===== src/rtl/pipelined_cla_adder.sv =====
// Pipelined carry-lookahead adder/subtractor: one GROUP-bit lookahead block per stage,
// operands skewed forward and completed sum groups deskewed alongside each operation.
module pipelined_cla_adder #(
    parameter int unsigned WIDTH = 16,
    parameter int unsigned GROUP = 4
) (
    input  logic             clk,
    input  logic             rst_n,
    input  logic             en,
    input  logic             in_valid,
    input  logic [WIDTH-1:0] x,
    input  logic [WIDTH-1:0] y,
    input  logic             cin,
    input  logic             sub,
    output logic             out_valid,
    output logic [WIDTH-1:0] sum,
    output logic             cout,
    output logic             ovf
);

    localparam int unsigned GSAFE = (GROUP >= 1) ? GROUP : 1;
    localparam int unsigned L     = (WIDTH / GSAFE >= 1) ? WIDTH / GSAFE : 1;

    if (GROUP < 1 || (WIDTH % GSAFE) != 0) begin : g_param_check
        $error("pipelined_cla_adder: WIDTH must be a non-zero multiple of GROUP, GROUP >= 1");
    end

    // Returns {group carry-out, carry into group MSB, group sum}.
    function automatic logic [GSAFE+1:0] group_add(input logic [GSAFE-1:0] a,
                                                   input logic [GSAFE-1:0] b,
                                                   input logic             ci);
        logic [GSAFE:0]   c;
        logic [GSAFE-1:0] g;
        logic [GSAFE-1:0] p;
        logic [GSAFE-1:0] s;
        g    = a & b;
        p    = a ^ b;
        c[0] = ci;
        for (int i = 0; i < int'(GSAFE); i++) begin
            c[i+1] = g[i] | (p[i] & c[i]);
        end
        s = p ^ c[GSAFE-1:0];
        return {c[GSAFE], c[GSAFE-1], s};
    endfunction

    logic [WIDTH-1:0] a_q  [L];
    logic [WIDTH-1:0] b_q  [L];
    logic [WIDTH-1:0] s_q  [L];
    logic             c_q  [L];
    logic             cm_q [L];
    logic             v_q  [L];

    logic [WIDTH-1:0] a_d  [L];
    logic [WIDTH-1:0] b_d  [L];
    logic [WIDTH-1:0] s_d  [L];
    logic             c_d  [L];
    logic             cm_d [L];
    logic             v_d  [L];

    logic [WIDTH-1:0] b_in;
    logic             c0;

    always_comb begin
        logic [GSAFE+1:0] grp;
        b_in = sub ? ~y : y;
        c0   = sub ? 1'b1 : cin;

        grp     = group_add(x[GSAFE-1:0], b_in[GSAFE-1:0], c0);
        a_d[0]  = x;
        b_d[0]  = b_in;
        s_d[0]  = '0;
        s_d[0][GSAFE-1:0] = grp[GSAFE-1:0];
        c_d[0]  = grp[GSAFE+1];
        cm_d[0] = grp[GSAFE];
        v_d[0]  = in_valid;

        // Stage k consumes group k of the operands carried forward from stage k-1.
        for (int k = 1; k < int'(L); k++) begin
            grp     = group_add(a_q[k-1][k*GSAFE +: GSAFE], b_q[k-1][k*GSAFE +: GSAFE],
                                c_q[k-1]);
            a_d[k]  = a_q[k-1];
            b_d[k]  = b_q[k-1];
            s_d[k]  = s_q[k-1];
            s_d[k][k*GSAFE +: GSAFE] = grp[GSAFE-1:0];
            c_d[k]  = grp[GSAFE+1];
            cm_d[k] = grp[GSAFE];
            v_d[k]  = v_q[k-1];
        end
    end

    always_ff @(posedge clk or negedge rst_n) begin
        if (!rst_n) begin
            for (int k = 0; k < int'(L); k++) begin
                a_q[k]  <= '0;
                b_q[k]  <= '0;
                s_q[k]  <= '0;
                c_q[k]  <= 1'b0;
                cm_q[k] <= 1'b0;
                v_q[k]  <= 1'b0;
            end
        end else if (en) begin
            for (int k = 0; k < int'(L); k++) begin
                a_q[k]  <= a_d[k];
                b_q[k]  <= b_d[k];
                s_q[k]  <= s_d[k];
                c_q[k]  <= c_d[k];
                cm_q[k] <= cm_d[k];
                v_q[k]  <= v_d[k];
            end
        end
    end

    assign out_valid = v_q[L-1];
    assign sum       = s_q[L-1];
    assign cout      = c_q[L-1];
    assign ovf       = c_q[L-1] ^ cm_q[L-1];

    // Operand copies in the last stage have no consumer.
    logic unused_last;
    assign unused_last = ^{a_q[L-1], b_q[L-1]};

endmodule

===== config.mk =====
export PLATFORM = sky130hd
export DESIGN_NAME = pipelined_cla_adder
export DESIGN_NICKNAME = d
export VERILOG_FILES = /design/src/rtl/pipelined_cla_adder.sv
export SDC_FILE = /design/constraint.sdc
export NUM_CORES = 1
export LEC_CHECK = 0
export CELL_PAD_IN_SITES_DETAIL_PLACEMENT = 0
export CELL_PAD_IN_SITES_GLOBAL_PLACEMENT = 1
export CORE_MARGIN = 2
export CORE_UTILIZATION = 40
export DETAILED_ROUTE_END_ITERATION = 16
export PLACE_DENSITY_LB_ADDON = 0.15
export RECOVER_POWER = 50
export SLEW_MARGIN = 30
export SYNTH_ARGS = -nofsm -noshare
export SYNTH_HDL_FRONTEND = slang
export SYNTH_SLANG_ARGS = --single-unit
export TNS_END_PERCENT = 1

===== constraint.sdc =====
create_clock -name clk -period 3 [get_ports clk]
set_input_delay 0.6 -clock clk [delete_from_list [all_inputs] [get_ports clk]]
set_output_delay 0.6 -clock clk [all_outputs]
set_load 0.01 [all_outputs]

# Yosys cells after proc, flatten, opt, wreduce, memory -nomap -nowiden

Index checks and enable logic that the tools add are counted.

Add/subtract/negate cells: 0
Multipliers: 0
Divide/modulo/power cells: 0
$lt $le $gt $ge: 0
Equality and inequality tests: 0
Shift-type cells: 0
Muxes and demuxes: 2
Bitwise operators: 46
Reductions and logical operators: 0

Operator list:

| kind        | number |
|---|---|
| $xor 4x4->4 | 8 |
| $and 1x1->1 | 16 |
| $and 4x4->4 | 4 |
| $mux 16     | 1 |
| $not 16->16 | 1 |
| $or 1x1->1  | 16 |
| $mux 1      | 1 |
| $xor 1x1->1 | 1 |

Register bits after elaboration: 145
Bits in latches: 0
Bits in writable memories: 0
Bits in read-only memories: 0
Output and inout bits: 19
Memories kept: 0

# Logic depth before layout (Yosys ltp)

Gate-level depths: netlist of run 1.

Word-level depth: 11
Gate-level depth with buffers: 10

# Least setup slack after synthesis of run 1

OpenSTA, ideal clock, no wires.

Kind: in2reg
Start point: input sub
End point: register s_q (netlist bit s_d[35])
Arrival: 2.932 ns
Data required time: 2.875 ns
Slack: -0.057 ns
Cell stages on the path: 9
Path buffers: 2
Cells stage by stage: buf_4 buf_4 xnor2_1 fa_1 fa_1 fa_1 inv_1 fa_1 mux2_2

RTL lines:

| element                        | line | source |
|---|---|---|
| start: declaration             | 14   | `input logic sub,` |
| end signal: indexed assignment | 105  | `s_q[k] <= s_d[k];` |
| end: declaration               | 48   | `logic [WIDTH-1:0] s_q [L];` |

==> results of run 1 <==
through the flow:
step | instance area, µm² | utilization [%] | cells | worst slack [ns]
after floorplan | 4250 | - | 304 | 0.0202
after global placement | 4900 | 47.5 | 483 | -0.243
after detailed placement | 4900 | 47.5 | 483 | -0.238
after CTS | 5130 | 49.7 | 499 | 0.151
after global routing | 5110 | 49.5 | 499 | 0.0589
final | 5110 | 49.5 | 499 | 0.141
power by group:
group,switching [mW],total (mW),internal (mW)
clock,0.442,0.937,0.495
sequential,0.189,1.85,1.66
combinational,0.362,1.02,0.655
final cells by class:
type,count,area [µm²]
clock buffers,10,138
clock inverters,6,91.3
fillers,911,5210
inverters,35,131
multi-input cells,156,1570
flip-flops and latches,97,2430
well taps,136,170
repair buffers,59,587
synthesized netlist by cell type, drive strengths merged:
cell type  instances
a21oi             14
nand2             11
nor2              15
buf               15
xnor2             15
xor2               2
o21ai             11
mux2              63
inv               35
dfrtp             97
mux2i              9
fa                16
clkbuf             1
critical path, delay by kind of cell:
kind	cells	cell delay [ns]
muxes	1	0.26
buffers and inverters	2	0.61
adders and majority gates	4	1.51
xor gates and xnor gates	1	0.11
final timing paths:
check / from / to / slack [ns] / cells past startpoint
max in group asynchronous: rst_n / b_d[12] / 0.73 / 1
hold / removal: b_d[28] / b_d[12] / 0.49 / 2
hold reg to reg: b_d[28] / b_d[12] / 0.49 / 2
setup / recovery: sub / s_d[35] / 0.14 / 8
min in group asynchronous: rst_n / s_d[16] / 0.93 / 1
setup reg to reg: c_q[1] / sum[15] / 0.67 / 9
cells by family (layout without fill, tap and decap cells):
| family | count (synthesis) | in the layout | synth area share (%) |
|---|---|---|---|
| AOI/OAI and AO/OA | 25 | 25 | 2.95 |
| xor gates and xnor gates | 17 | 17 | 3.51 |
| adders and majority gates | 16 | 16 | 7.55 |
| buffers and inverters | 51 | 110 | 5.84 |
| DFF | 97 | 97 | 57.2 |
| muxes | 72 | 72 | 20.6 |
| and+or+nand+nor | 26 | 26 | 2.30 |
routing by layer:
layer,GRT usage [%],vias up,routed length [µm]
met3,4.44,6,249
li1,-,1089,-
met5,0,-,0
met1,16.7,1107,3190
met4,3.62,0,70
met2,19.3,39,2850
registers in the layout (all words and copies together) (netlist names):
name,cells
b_d,24
sum,16
v_d,3
cout,1
cm_q,1
a_d,24
c_q,3
out_valid,1
s_d,24
==> results.yml, run 1 <==
yosys:
  synth.cell_area_um2: 4240
  yosys.area.top_type: "dfrtp_1"
  yosys_warnings: 0
  syn_area_per_cell_um2: 14.0
  synth_area_leaders: "dfrtp_1, mux2_2, fa_1"
  ys_ff_latch: 97
  synthDistinctLibCells: 16
  ys_seq_area_share_pct: 57.2
  synth.top_cell.area_share_pct: 57.2
  syn_inst: 304
  syn-num-nets: 358
drt:
  wirelength_um: 6370
  vias: 2241
  antenna_left: 0
  wl_per_cell_um: 12.8
  drt_iter0_markers: 75
  first_pass_iters: 4
  vias_per_cell: 4.49
  drc: 0
sta:
  fin_crit_sh_pct: 95.3
  finalCriticalPeriod_ns: 2.86
  slew_viol_final: 165
  tightest_slew_ns: 2.32
  worst_hold_slack_ns: 0.487
  skew_ns: 0.00675
  rsz0062_at_grt: "false"
  final.setup.tns_ns: 0
  fmax_mhz: 350
  finalSetupViolCount: 0
  hold_viol: 0
  slew_headroom_pct: -54.8
power:
  p_leak_nw: 2.29
  power.density_nw_per_um2: 744
  vdd_drop_max_v: 0.000379
  finalPower_mw: 3.81
layout:
  drive_gt1_share_pct: 23.1
  area_growth_pct: 20.6
  nets: 412
  mostFrequentLayoutCells: "dfrtp_1, clkdlybuf4s50_1, mux2_2"
  antenna_cells: 0
  final_common_cell: "dfrtp_1"
die:
  die_h_um: 107
  core-area_um2: 10300
  start_util_pct: 41.1
  chipWidth_um: 107
  boundaryPins: 57
  die-area_um2: 11400
  rows: 37
clock_tree:
  clk_pin_slew_worst_paths_ns: 0.09
  cts_tree: "yes"
  clock_latency_ns: 0.35
  cts_resized: 0
  hold_buffers: 0
  root_buffer: "clkbuf_8"
  postCtsSetupRepairBufs: 0
  cts_buffers: 9
  h-tree-depth: 3
  cts.sinks: 97
  cts_buffer_depth: 2
worst_setup_path:
  cp.required_ns: 3.24
  critPathSlowestCell: "clkdlybuf4s50_1"
  cp-start-kind: "input pin"
  crit_type: "input pin to flop"
  cp.arrival_ns: 3.10
  critPathMaxStageDelay_ns: 0.54
  path_max_fanout: 3
  timing.critical_path.mode_cell: "fa_1"
  path_cells: "clkdlybuf4s50_1 > xnor2_1 > fa_1 > fa_2 > fa_1 > inv_1 > fa_1 > mux2_2"
  cp-end-kind: "flop"
grt:
  grt_max_degree: 123
  first_global_vias: 2363
  grt_remaining_overflow: 0
  antenna_found_initial: 0
  grt_pass1_wl_um: 11200
  grt_util_all_layers_pct: 12.5
placed_design:
  place_hpwl_um: 4140
  port_buffers: 56
  gp_congestion: 0.678
hold_path:
  hold_path.class: "flop to flop"
run_status:
  violations: "max-capacitance violations, max-slew violations"
  status: "finished, violations left"
job:
  cap_violations: 2
No activity file was read; power rests on OpenSTA's default activity.
==> run 2: changes to the inputs <==
--- a/config.mk
+++ b/config.mk
@@ -7,7 +7,7 @@
 export LEC_CHECK = 0
 export CELL_PAD_IN_SITES_DETAIL_PLACEMENT = 0
 export CELL_PAD_IN_SITES_GLOBAL_PLACEMENT = 1
-export CORE_MARGIN = 2
+export CORE_MARGIN = 1
 export CORE_UTILIZATION = 40
 export DETAILED_ROUTE_END_ITERATION = 16
 export PLACE_DENSITY_LB_ADDON = 0.15
==> run 2 against run 1 <==
  * Worst setup slack got worse by 0.023 ns
  * Critical path depth did not move
  * The flow still finishes with violations (max-capacitance violations, max-slew violations)
  * Fmax fell by 0.79%
  * Largest power group unchanged
  * First-iteration DRC count fell by 65%
  * Largest cell class unchanged
  * Die area fell by 3.7%
  * Combinational power fell by 6%
  * Via count rose by 1.2%
  * Utilization fell by 0.61 points
==> results.yml, run 2 (same netlist as run 1, synthesis figures left out) <==
grt:
  antenna_found_initial: 0
  first_global_vias: 2317
  grt_util_all_layers_pct: 13.4
  grt_pass1_wl_um: 11400
  grt_max_degree: 60
  grt_remaining_overflow: 0
sta:
  finalCriticalPeriod_ns: 2.88
  worst_hold_slack_ns: 0.476
  finalSetupViolCount: 0
  slew_viol_final: 30
  rsz0062_at_grt: "false"
  fmax_mhz: 347
  fin_crit_sh_pct: 96.1
  skew_ns: 0.0136
  slew_headroom_pct: -27.7
  hold_viol: 0
  tightest_slew_ns: 1.91
run_status:
  violations: "max-capacitance violations, max-slew violations"
  status: "finished, violations left"
power:
  p_leak_nw: 2.23
  power.density_nw_per_um2: 715
  vdd_drop_max_v: 0.000350
clock_tree:
  cts_buffers: 9
  h-tree-depth: 3
  cts_resized: 0
  postCtsSetupRepairBufs: 0
  hold_buffers: 0
  cts_buffer_depth: 2
  clk_pin_slew_worst_paths_ns: 0.10
  clock_latency_ns: 0.35
  root_buffer: "clkbuf_8"
  cts.sinks: 97
  cts_tree: "yes"
die:
  core-area_um2: 10300
  die-area_um2: 11000
  die_h_um: 105
  boundaryPins: 57
  start_util_pct: 41.1
  chipWidth_um: 105
  rows: 37
worst_setup_path:
  critPathMaxStageDelay_ns: 0.54
  path_max_fanout: 3
  cp.arrival_ns: 3.12
  cp-end-kind: "flop"
  path_cells: "clkdlybuf4s50_1 > xnor2_1 > fa_1 > fa_2 > fa_1 > inv_1 > fa_1 > mux2_2"
  cp-start-kind: "input pin"
  cp.required_ns: 3.24
  critPathSlowestCell: "clkdlybuf4s50_1"
  timing.critical_path.mode_cell: "fa_1"
  crit_path_start: "sub"
  crit_type: "input pin to flop"
  r2r-start: "c_q[1]"
layout:
  area_growth_pct: 19.1
  nFillCells: 949
  nets: 413
  final_common_cell: "dfrtp_1"
  multi_input_area_um2: 1530
  regArea_um2: 2430
  drive_gt1_share_pct: 20.1
  stdcell_area_um2: 5050
  antenna_cells: 0
  mostFrequentLayoutCells: "dfrtp_1, clkdlybuf4s50_1, mux2_2"
drt:
  drc: 0
  vias_per_cell: 4.53
  antenna_left: 0
  wirelength_um: 6490
  vias: 2267
  drt_iter0_markers: 26
  wl_per_cell_um: 13.0
  first_pass_iters: 4
job:
  cap_violations: 1
placed_design:
  postPlaceCellArea_um2: 4920
  place_hpwl_um: 4330
  gp_congestion: 0.689
  port_buffers: 56
hold_path:
  hold_path.class: "flop to flop"
  hp-start: "b_d[28]"
==> run 2: cell types whose count changed in the layout (fill, tap and decap cells not counted), sizes merged <==
cell      delta
bufinv       -2
clkinv       -3
clkinvlp     +2
clkbuf       +3
buf          +1
==> run 2: final timing paths <==
| check | to | slack (ns) | cells past startpoint |
|---|---|---|---|
| min | b_d[12] | 0.48 | 2 |
| max | s_d[35] | 0.12 | 8 |
| max reg2reg | sum[15] | 0.64 | 9 |
| max in group asynchronous | a_d[13] | 0.72 | 2 |
| min in group asynchronous | sum[3] | 0.59 | 1 |
| min reg2reg | b_d[12] | 0.48 | 2 |
==> run 2: final cells by class <==
cell class / count / area share [%]
clock inverters: 3 / 0.471
inverters: 35 / 2.60
clock buffers: 13 / 3.34
repair buffers: 60 / 11.9
flip-flops and latches: 97 / 48.1
multi-input cells: 156 / 30.2
well taps: 136 / 3.37
==> run 2: critical path, delay by kind of cell <==
kind | cells | cell delay [ns]
adders and majority gates | 4 | 1.52
buffers and inverters | 2 | 0.61
muxes | 1 | 0.27
xor gates and xnor gates | 1 | 0.12
==> run 2: metal layers <==
layer | vias up | share of wire, % | global-route usage [%]
met1 | 1138 | 51 | 18.8
li1 | 1085 | - | -
met3 | 7 | 3.2 | 2.99
met4 | 0 | 1.8 | 6.04
met2 | 37 | 44 | 19.7
met5 | - | 0 | 0
==> run 2: where the power goes <==
group          internal [mW]  total, mW  switching, mW
combinational          0.596      0.957          0.362
sequential              1.66       1.84          0.181
clock                  0.372      0.811          0.439
==> run 2: metrics by stage <==
step	setup WS (ns)	setup TNS [ns]	power (mW)	instances	util (%)
global route	0.0220	0	3.86	500	48.9
detailed placement	-0.261	-0.261	2.92	484	47.7
CTS	0.123	0	3.74	500	49.5
floorplan	0.0202	0	2.46	304	-
finish	0.118	0	3.61	500	48.9
global placement	-0.241	-0.241	2.89	484	47.7
